## src/rtl/fde_frame_sequencer_pkg.sv

```systemverilog
// Shared definitions for the frequency-domain equalizer frame sequencer:
// FSM state encoding, default geometry and error-flag bit positions.
package fde_pkg;

  // Default frame geometry: bins per frame and the matching address width.
  localparam int NFFT_DEF        = 32;
  localparam int AW_DEF          = 5;

  // Default write-back watchdog: cycles allowed in UPD and its counter width.
  localparam int UPD_TIMEOUT_DEF = 256;
  localparam int TW_DEF          = 9;

  // Sticky error flag layout.
  localparam int ERR_TIMEOUT     = 0;
  localparam int ERR_STRAY       = 1;
  localparam int ERR_W           = 2;

  // Frame sequencing states.
  typedef enum logic [2:0] {
    IDLE  = 3'd0,
    FEED  = 3'd1,
    DRAIN = 3'd2,
    UPD   = 3'd3,
    DONE  = 3'd4
  } state_t;

endpackage

```

## src/rtl/fde_frame_sequencer_if.sv

```systemverilog
// Bundle of the sequencer's frame-buffer, RAM, history-buffer and status
// signals. The master modport is the sequencer itself; the slave modport is
// the surrounding datapath (or a testbench standing in for it).
interface fde_frame_sequencer_if
  import fde_pkg::*;
#(
  parameter int AW = AW_DEF
);

  // Upstream frame buffer handshake
  logic          i_frm_avail;
  logic          o_frm_pop;
  logic          o_fft_rd_en;
  logic [AW-1:0] o_fft_rd_addr;

  // Coefficient RAM read side
  logic          o_w_rd_en;
  logic [AW-1:0] o_w_rd_addr;

  // History buffer burst qualifier
  logic          o_hb_valid;

  // Coefficient write-back
  logic          i_adapt_en;
  logic          i_upd_valid;
  logic          o_w_wr_en;
  logic [AW-1:0] o_w_wr_addr;

  // Frame status and error reporting
  logic          o_frame_done;
  logic [15:0]   o_frame_cnt;
  logic          o_busy;
  logic [ERR_W-1:0] o_err;
  logic          i_err_clr;

  modport master (
    input  i_frm_avail, i_adapt_en, i_upd_valid, i_err_clr,
    output o_frm_pop, o_fft_rd_en, o_fft_rd_addr, o_w_rd_en, o_w_rd_addr,
           o_hb_valid, o_w_wr_en, o_w_wr_addr, o_frame_done, o_frame_cnt,
           o_busy, o_err
  );

  modport slave (
    output i_frm_avail, i_adapt_en, i_upd_valid, i_err_clr,
    input  o_frm_pop, o_fft_rd_en, o_fft_rd_addr, o_w_rd_en, o_w_rd_addr,
           o_hb_valid, o_w_wr_en, o_w_wr_addr, o_frame_done, o_frame_cnt,
           o_busy, o_err
  );

endinterface

```

## src/rtl/fde_frame_sequencer_bin_counter.sv

```systemverilog
// Reusable bin counter: clears on start (start has priority), advances on inc
// and flags the terminal bin. Used for both the read bin and write-back bin.
module fde_bin_counter
  import fde_pkg::*;
#(
  parameter int AW   = AW_DEF,
  parameter int LAST = NFFT_DEF - 1
) (
  input  logic          clk,
  input  logic          rst,
  input  logic          start,
  input  logic          inc,
  output logic [AW-1:0] cnt,
  output logic          tc
);

  logic [AW-1:0] cnt_reg;
  logic [AW-1:0] cnt_next;

  // Next count: start forces bin 0, otherwise step on inc.
  always_comb begin
    cnt_next = cnt_reg;
    if (start) begin
      cnt_next = '0;
    end else if (inc) begin
      cnt_next = cnt_reg + 1'b1;
    end
  end

  // Count register.
  always_ff @(posedge clk) begin
    if (rst) begin
      cnt_reg <= '0;
    end else begin
      cnt_reg <= cnt_next;
    end
  end

  assign cnt = cnt_reg;
  assign tc  = (cnt_reg == AW'(LAST));

endmodule

```

## src/rtl/fde_frame_sequencer.sv

```systemverilog
// Frame-level controller for the FDE datapath. Streams one FFT frame as a
// single gap-free burst into the history buffer with aligned coefficient
// reads, then sequences coefficient write-back. Reads only happen in FEED and
// writes only in UPD, so the single-port coefficient RAM never sees both.
module fde_frame_sequencer
  import fde_pkg::*;
#(
  parameter int NFFT        = NFFT_DEF,
  parameter int AW          = AW_DEF,
  parameter int UPD_TIMEOUT = UPD_TIMEOUT_DEF,
  parameter int TW          = TW_DEF
) (
  input logic                  clk,
  input logic                  rst,
  fde_frame_sequencer_if.master bus
);

  state_t            state_reg;
  state_t            state_next;

  logic              adapt_q_reg;
  logic              hb_valid_reg;
  logic [15:0]       frame_cnt_reg;
  logic [TW-1:0]     t_reg;
  logic [ERR_W-1:0]  err_reg;
  logic [ERR_W-1:0]  err_next;
  logic [ERR_W-1:0]  err_set;

  logic              in_feed;
  logic              in_drain;
  logic              in_upd;
  logic              in_done;
  logic              wr_fire;
  logic              timeout_hit;

  logic [AW-1:0]     b_cnt;
  logic              b_tc;
  logic [AW-1:0]     u_cnt;
  logic              u_tc;

  // Read bin b: parked at 0 outside FEED so every burst starts at bin 0.
  fde_bin_counter #(
    .AW   (AW),
    .LAST (NFFT - 1)
  ) u_b_counter (
    .clk   (clk),
    .rst   (rst),
    .start (state_reg != FEED),
    .inc   (in_feed),
    .cnt   (b_cnt),
    .tc    (b_tc)
  );

  // Write-back bin u: parked at 0 outside UPD, advances on accepted beats.
  fde_bin_counter #(
    .AW   (AW),
    .LAST (NFFT - 1)
  ) u_u_counter (
    .clk   (clk),
    .rst   (rst),
    .start (state_reg != UPD),
    .inc   (wr_fire),
    .cnt   (u_cnt),
    .tc    (u_tc)
  );

  // Next-state and per-state strobes; the watchdog only fires if the final
  // beat is not accepted in its last allowed cycle.
  always_comb begin
    state_next  = state_reg;
    in_feed     = 1'b0;
    in_drain    = 1'b0;
    in_upd      = 1'b0;
    in_done     = 1'b0;
    wr_fire     = 1'b0;
    timeout_hit = 1'b0;
    case (state_reg)
      IDLE: begin
        if (bus.i_frm_avail) begin
          state_next = FEED;
        end
      end
      FEED: begin
        in_feed = 1'b1;
        if (b_tc) begin
          state_next = DRAIN;
        end
      end
      DRAIN: begin
        in_drain   = 1'b1;
        state_next = adapt_q_reg ? UPD : DONE;
      end
      UPD: begin
        in_upd  = 1'b1;
        wr_fire = bus.i_upd_valid;
        if (bus.i_upd_valid && u_tc) begin
          state_next = DONE;
        end else if (t_reg == TW'(UPD_TIMEOUT - 1)) begin
          timeout_hit = 1'b1;
          state_next  = DONE;
        end
      end
      DONE: begin
        in_done    = 1'b1;
        state_next = IDLE;
      end
      default: begin
        state_next = IDLE;
      end
    endcase
  end

  // State register.
  always_ff @(posedge clk) begin
    if (rst) begin
      state_reg <= IDLE;
    end else begin
      state_reg <= state_next;
    end
  end

  // Capture the adaptation mode once, at frame start; later changes are ignored.
  always_ff @(posedge clk) begin
    if (rst) begin
      adapt_q_reg <= 1'b0;
    end else if (state_reg == IDLE && bus.i_frm_avail) begin
      adapt_q_reg <= bus.i_adapt_en;
    end
  end

  // History-buffer valid follows the read enable by the RAM read latency.
  always_ff @(posedge clk) begin
    if (rst) begin
      hb_valid_reg <= 1'b0;
    end else begin
      hb_valid_reg <= in_feed;
    end
  end

  // Write-back watchdog: counts every cycle spent in UPD, cleared elsewhere.
  always_ff @(posedge clk) begin
    if (rst) begin
      t_reg <= '0;
    end else if (in_upd) begin
      t_reg <= t_reg + 1'b1;
    end else begin
      t_reg <= '0;
    end
  end

  // Completed-frame counter, free-running wrap.
  always_ff @(posedge clk) begin
    if (rst) begin
      frame_cnt_reg <= '0;
    end else if (in_done) begin
      frame_cnt_reg <= frame_cnt_reg + 16'd1;
    end
  end

  // Error events; a stray update beat is any beat presented outside UPD.
  assign err_set[ERR_TIMEOUT] = timeout_hit;
  assign err_set[ERR_STRAY]   = bus.i_upd_valid && (state_reg != UPD);

  // Per-flag sticky update: a same-cycle event beats the clear request.
  for (genvar gi = 0; gi < ERR_W; gi++) begin : g_err
    assign err_next[gi] = err_set[gi] | (err_reg[gi] & ~bus.i_err_clr);
  end

  // Sticky error register.
  always_ff @(posedge clk) begin
    if (rst) begin
      err_reg <= '0;
    end else begin
      err_reg <= err_next;
    end
  end

  // Outputs; addresses are held at 0 whenever their enable is idle.
  assign bus.o_fft_rd_en   = in_feed;
  assign bus.o_fft_rd_addr = in_feed ? b_cnt : '0;
  assign bus.o_w_rd_en     = in_feed;
  assign bus.o_w_rd_addr   = in_feed ? b_cnt : '0;
  assign bus.o_hb_valid    = hb_valid_reg;
  assign bus.o_frm_pop     = in_drain;
  assign bus.o_w_wr_en     = wr_fire;
  assign bus.o_w_wr_addr   = in_upd ? u_cnt : '0;
  assign bus.o_frame_done  = in_done;
  assign bus.o_frame_cnt   = frame_cnt_reg;
  assign bus.o_busy        = (state_reg != IDLE);
  assign bus.o_err         = err_reg;

endmodule

```

## src/flat_wrapper.sv

```systemverilog
// flat-port wrapper written by rule: the top's interface ports become plain ports
module fde_frame_sequencer_flat import fde_pkg::*;
#(
  parameter int NFFT        = NFFT_DEF,
  parameter int AW          = AW_DEF,
  parameter int UPD_TIMEOUT = UPD_TIMEOUT_DEF,
  parameter int TW          = TW_DEF
)
  (clk, rst, bus_i_frm_avail, bus_i_adapt_en, bus_i_upd_valid, bus_i_err_clr, bus_o_frm_pop, bus_o_fft_rd_en, bus_o_fft_rd_addr, bus_o_w_rd_en, bus_o_w_rd_addr, bus_o_hb_valid, bus_o_w_wr_en, bus_o_w_wr_addr, bus_o_frame_done, bus_o_frame_cnt, bus_o_busy, bus_o_err);
  fde_frame_sequencer_if #(.AW(AW)) bus_i ();
  input logic clk;
  input logic rst;
  input wire logic [$bits(bus_i.i_frm_avail)-1:0] bus_i_frm_avail;
  input wire logic [$bits(bus_i.i_adapt_en)-1:0] bus_i_adapt_en;
  input wire logic [$bits(bus_i.i_upd_valid)-1:0] bus_i_upd_valid;
  input wire logic [$bits(bus_i.i_err_clr)-1:0] bus_i_err_clr;
  output wire logic [$bits(bus_i.o_frm_pop)-1:0] bus_o_frm_pop;
  output wire logic [$bits(bus_i.o_fft_rd_en)-1:0] bus_o_fft_rd_en;
  output wire logic [$bits(bus_i.o_fft_rd_addr)-1:0] bus_o_fft_rd_addr;
  output wire logic [$bits(bus_i.o_w_rd_en)-1:0] bus_o_w_rd_en;
  output wire logic [$bits(bus_i.o_w_rd_addr)-1:0] bus_o_w_rd_addr;
  output wire logic [$bits(bus_i.o_hb_valid)-1:0] bus_o_hb_valid;
  output wire logic [$bits(bus_i.o_w_wr_en)-1:0] bus_o_w_wr_en;
  output wire logic [$bits(bus_i.o_w_wr_addr)-1:0] bus_o_w_wr_addr;
  output wire logic [$bits(bus_i.o_frame_done)-1:0] bus_o_frame_done;
  output wire logic [$bits(bus_i.o_frame_cnt)-1:0] bus_o_frame_cnt;
  output wire logic [$bits(bus_i.o_busy)-1:0] bus_o_busy;
  output wire logic [$bits(bus_i.o_err)-1:0] bus_o_err;
  assign bus_i.i_frm_avail = bus_i_frm_avail;
  assign bus_i.i_adapt_en = bus_i_adapt_en;
  assign bus_i.i_upd_valid = bus_i_upd_valid;
  assign bus_i.i_err_clr = bus_i_err_clr;
  assign bus_o_frm_pop = bus_i.o_frm_pop;
  assign bus_o_fft_rd_en = bus_i.o_fft_rd_en;
  assign bus_o_fft_rd_addr = bus_i.o_fft_rd_addr;
  assign bus_o_w_rd_en = bus_i.o_w_rd_en;
  assign bus_o_w_rd_addr = bus_i.o_w_rd_addr;
  assign bus_o_hb_valid = bus_i.o_hb_valid;
  assign bus_o_w_wr_en = bus_i.o_w_wr_en;
  assign bus_o_w_wr_addr = bus_i.o_w_wr_addr;
  assign bus_o_frame_done = bus_i.o_frame_done;
  assign bus_o_frame_cnt = bus_i.o_frame_cnt;
  assign bus_o_busy = bus_i.o_busy;
  assign bus_o_err = bus_i.o_err;
  fde_frame_sequencer #(.NFFT(NFFT), .AW(AW), .UPD_TIMEOUT(UPD_TIMEOUT), .TW(TW)) u_core (.clk(clk), .rst(rst), .bus(bus_i));
endmodule
```

## config.mk

```make
export PLATFORM = sky130hd
export DESIGN_NAME = fde_frame_sequencer_flat
export DESIGN_NICKNAME = d
export VERILOG_FILES = /design/src/rtl/fde_frame_sequencer_pkg.sv /design/src/rtl/fde_frame_sequencer_if.sv /design/src/rtl/fde_frame_sequencer_bin_counter.sv /design/src/rtl/fde_frame_sequencer.sv /design/src/flat_wrapper.sv
export SDC_FILE = /design/constraint.sdc
export NUM_CORES = 1
export LEC_CHECK = 0
export ABC_AREA = 1
export BUFFER_PORTS_ARGS = -buffer_cell sky130_fd_sc_hd__buf_2
export CAP_MARGIN = 20
export CORE_MARGIN = 3
export CORE_UTILIZATION = 54
export CTS_CLUSTER_DIAMETER = 50
export DETAILED_ROUTE_END_ITERATION = 10
export PLACE_DENSITY = 0.79
export SETUP_SLACK_MARGIN = 0.05
export SYNTH_ARGS = -nofsm -noshare
export SYNTH_HDL_FRONTEND = slang
export SYNTH_SLANG_ARGS = --single-unit
```

## constraint.sdc

```tcl
create_clock -name clk -period 2.1 [get_ports clk]
set_clock_uncertainty 0.15 [all_clocks]
set_input_delay 0.105 -clock clk [delete_from_list [all_inputs] [get_ports clk]]
set_output_delay 0.105 -clock clk [all_outputs]
set_load 0.05 [all_outputs]
```

==> metrics <==
outcome finished clean; router iterations before antenna repair 4; Slew @ Worst Pin a little over 0.4 ns; largest area contributor in the synthesized netlist dfxtp_1; CP arrival about 2 ns; RePlAce Congestion 0.8182; min Tclk post-route approximately 1.9 ns; worst path required time approximately 2.2 ns; Core Region 3716 µm²; Routed WL 4086 µm; number of flip-flops in the largest register 16; relative slew slack between 70% and 80%; CP Class primary input to flop; RSZ-0062 raised after global routing no; final instance area approximately 2500 µm²; DR iter-0 viols 91; PwrDens 725.2 nW/µm²; die height roughly 68 µm; #FFs+latches synth 42; Synth cell types 27; routed vias/inst between 4 and 5; vias around 1900; wire per inst between 10 and 15 µm; share of layout cells above drive strength 1 around 22%; Peak VDD IR about 0.00053 V; Cell Area, Placed 2320 µm²; port bufs between 40 and 50; ys async rst share 0%; register area share after synthesis about two fifths; Remaining DRCs 0; antenna cells 0; die area between 4000 and 5000 µm²; gate count of the mapped netlist ~300; yosys warns 0; htree depth 2; Slew Limit Fails 0; Commonest cells post-synth nor2_1 (60), nand2_1 (53), inv_1 (45), dfxtp_1 (42), o21ai_0 (14); CTS Buf Count 5; root buffer cell clkbuf_8; Mapped Nets about 310; clock tree sinks 42; Area growth syn-to-layout 17.11%; first-pass GRT wire length ~7000 µm; top cells by area, synth dfxtp_1 (40%), nor2_1 (11%), nand2_1 (9.5%); dpl hpwl 3082 µm; All-Layer GR Usage ~20%; Peak Freq roughly 500 MHz; CTS tree yes; Hold WC Path Type primary input to flop; Final setup viols 0; fin nets between 300 and 400; clk_lat worst skew 0.30 ns; CP endpoint kind flop; Static Leak between 1 and 1.5 nW; Synth Flop Type dfxtp_1; Routed Antenna Nets 0; synthesized area between 2000 and 2500 µm²; Synth Area per Inst approximately 7 µm²; worst-case clock buffer depth 2; Post-synth EDFFs 0; # rows 22; post-synth top area share between 40% and 50%; Hold Vio Cnt, Final 0; grt ovf 0; post-CTS setup buffer count 0; vias in the first global route roughly 1700; most frequent cell after synthesis nor2_1; initial antenna violation count 0; setup TNS 0 ns; max_cap viols 0; Reg clk slew, reported paths around 0.080 ns; Critical Path Start Type primary input; io pins 46; Die Wd a little under 70 µm; CP Max Fanout 14; Final period util 92.69%; largest net degree at the start of global routing 15; initial core utilization 56.46%
-- per-stage QoR --
stage | util (%) | hold WS [ns] | instances | power (mW) | setup WS, ns
final | 66.13 | 0.02076 | 391 | 1.782 | 0.1534
after global placement | 62.42 | 0.2439 | 380 | 1.263 | 0.3385
after floorplan | - | 0.09912 | 296 | 1.214 | 0.1763
after detailed placement | 62.42 | 0.2502 | 380 | 1.274 | 0.2900
after CTS | 65.99 | 0.01468 | 391 | 1.793 | 0.1627
after global routing | 66.13 | 0.04780 | 391 | 1.870 | 0.06196
-- timing repair --
item | 4_1_cts | 5_1_grt
hold buffers | 5 | 0
resized for setup | 0 | 1
hold endpoints to repair | 6 | 0
endpoints found under the setup margin | 0 | 1
-- worst max-delay path, stage by stage --
cell           delay (ns)
dlygate4sd3_1        0.54
buf_2                0.21
inv_1                0.34
o21ai_0              0.16
a21oi_1              0.13
dlygate4sd3_1        0.54
-- metal layers --
layer / vias up / GRT usage, % / part of all wire (%) / routed length (µm)
met1: 818 / 24.25 / 48 / 1946
met2: 37 / 33.09 / 46 / 1898
met3: 5 / 6.404 / 5.0 / 205
li1: 1007 / - / - / -
met5: - / 0 / 0 / 0
met4: 0 / 6.203 / 0.88 / 36
-- final timing paths --
| check | cells past startpoint | slack [ns] | end | startpoint |
|---|---|---|---|---|
| setup / recovery | 6 | 0.15 | u_core.adapt_q_reg | rst |
| hold / removal | 3 | 0.02 | u_core.u_u_counter.cnt[4] | bus_i_upd_valid |
| setup reg to reg | 11 | 0.27 | u_core.state_reg[0] | u_core.t_reg[0] |
| hold reg to reg | 1 | 0.30 | u_core.t_reg[0] | u_core.t_reg[0] |
-- layout by cell type, fill, tap and decap left out, types with 6 or more instances in the layout --
| master | count |
|---|---|
| nand4_1 | 9 |
| nand3_1 | 13 |
| ha_1 | 7 |
| nand2_1 | 53 |
| o21ai_0 | 14 |
| inv_1 | 45 |
| a21oi_1 | 13 |
| buf_2 | 45 |
| nor2_1 | 60 |
| clkbuf_8 | 6 |
| dfxtp_1 | 42 |
-- final cells by class --
type | count | area [µm²]
Inverter | 50 | 187.7
Clock buffer | 6 | 82.58
Timing Repair Buffer | 50 | 275.3
Multi-Input combinational cell | 195 | 1011
Sequential cell | 42 | 840.8
Tap cell | 48 | 60.06
Fill cell | 348 | 1259
-- kinds of logic after synthesis --
group | Yosys count | synth area share [%]
simple gates | 155 | 34.76
buf+inv | 59 | 12.22
flops | 42 | 40.07
compound gates | 29 | 7.096
fa+ha+maj | 7 | 4.174
xor+xnor | 4 | 1.670
-- power by group --
| group | total (mW) | internal [mW] | switching (mW) |
|---|---|---|---|
| clock network | 0.512 | 0.253 | 0.259 |
| registers | 0.869 | 0.825 | 0.0432 |
| logic | 0.401 | 0.110 | 0.291 |
| total | 1.78 | 1.19 | 0.593 |
(Power assumes the default switching activity.)
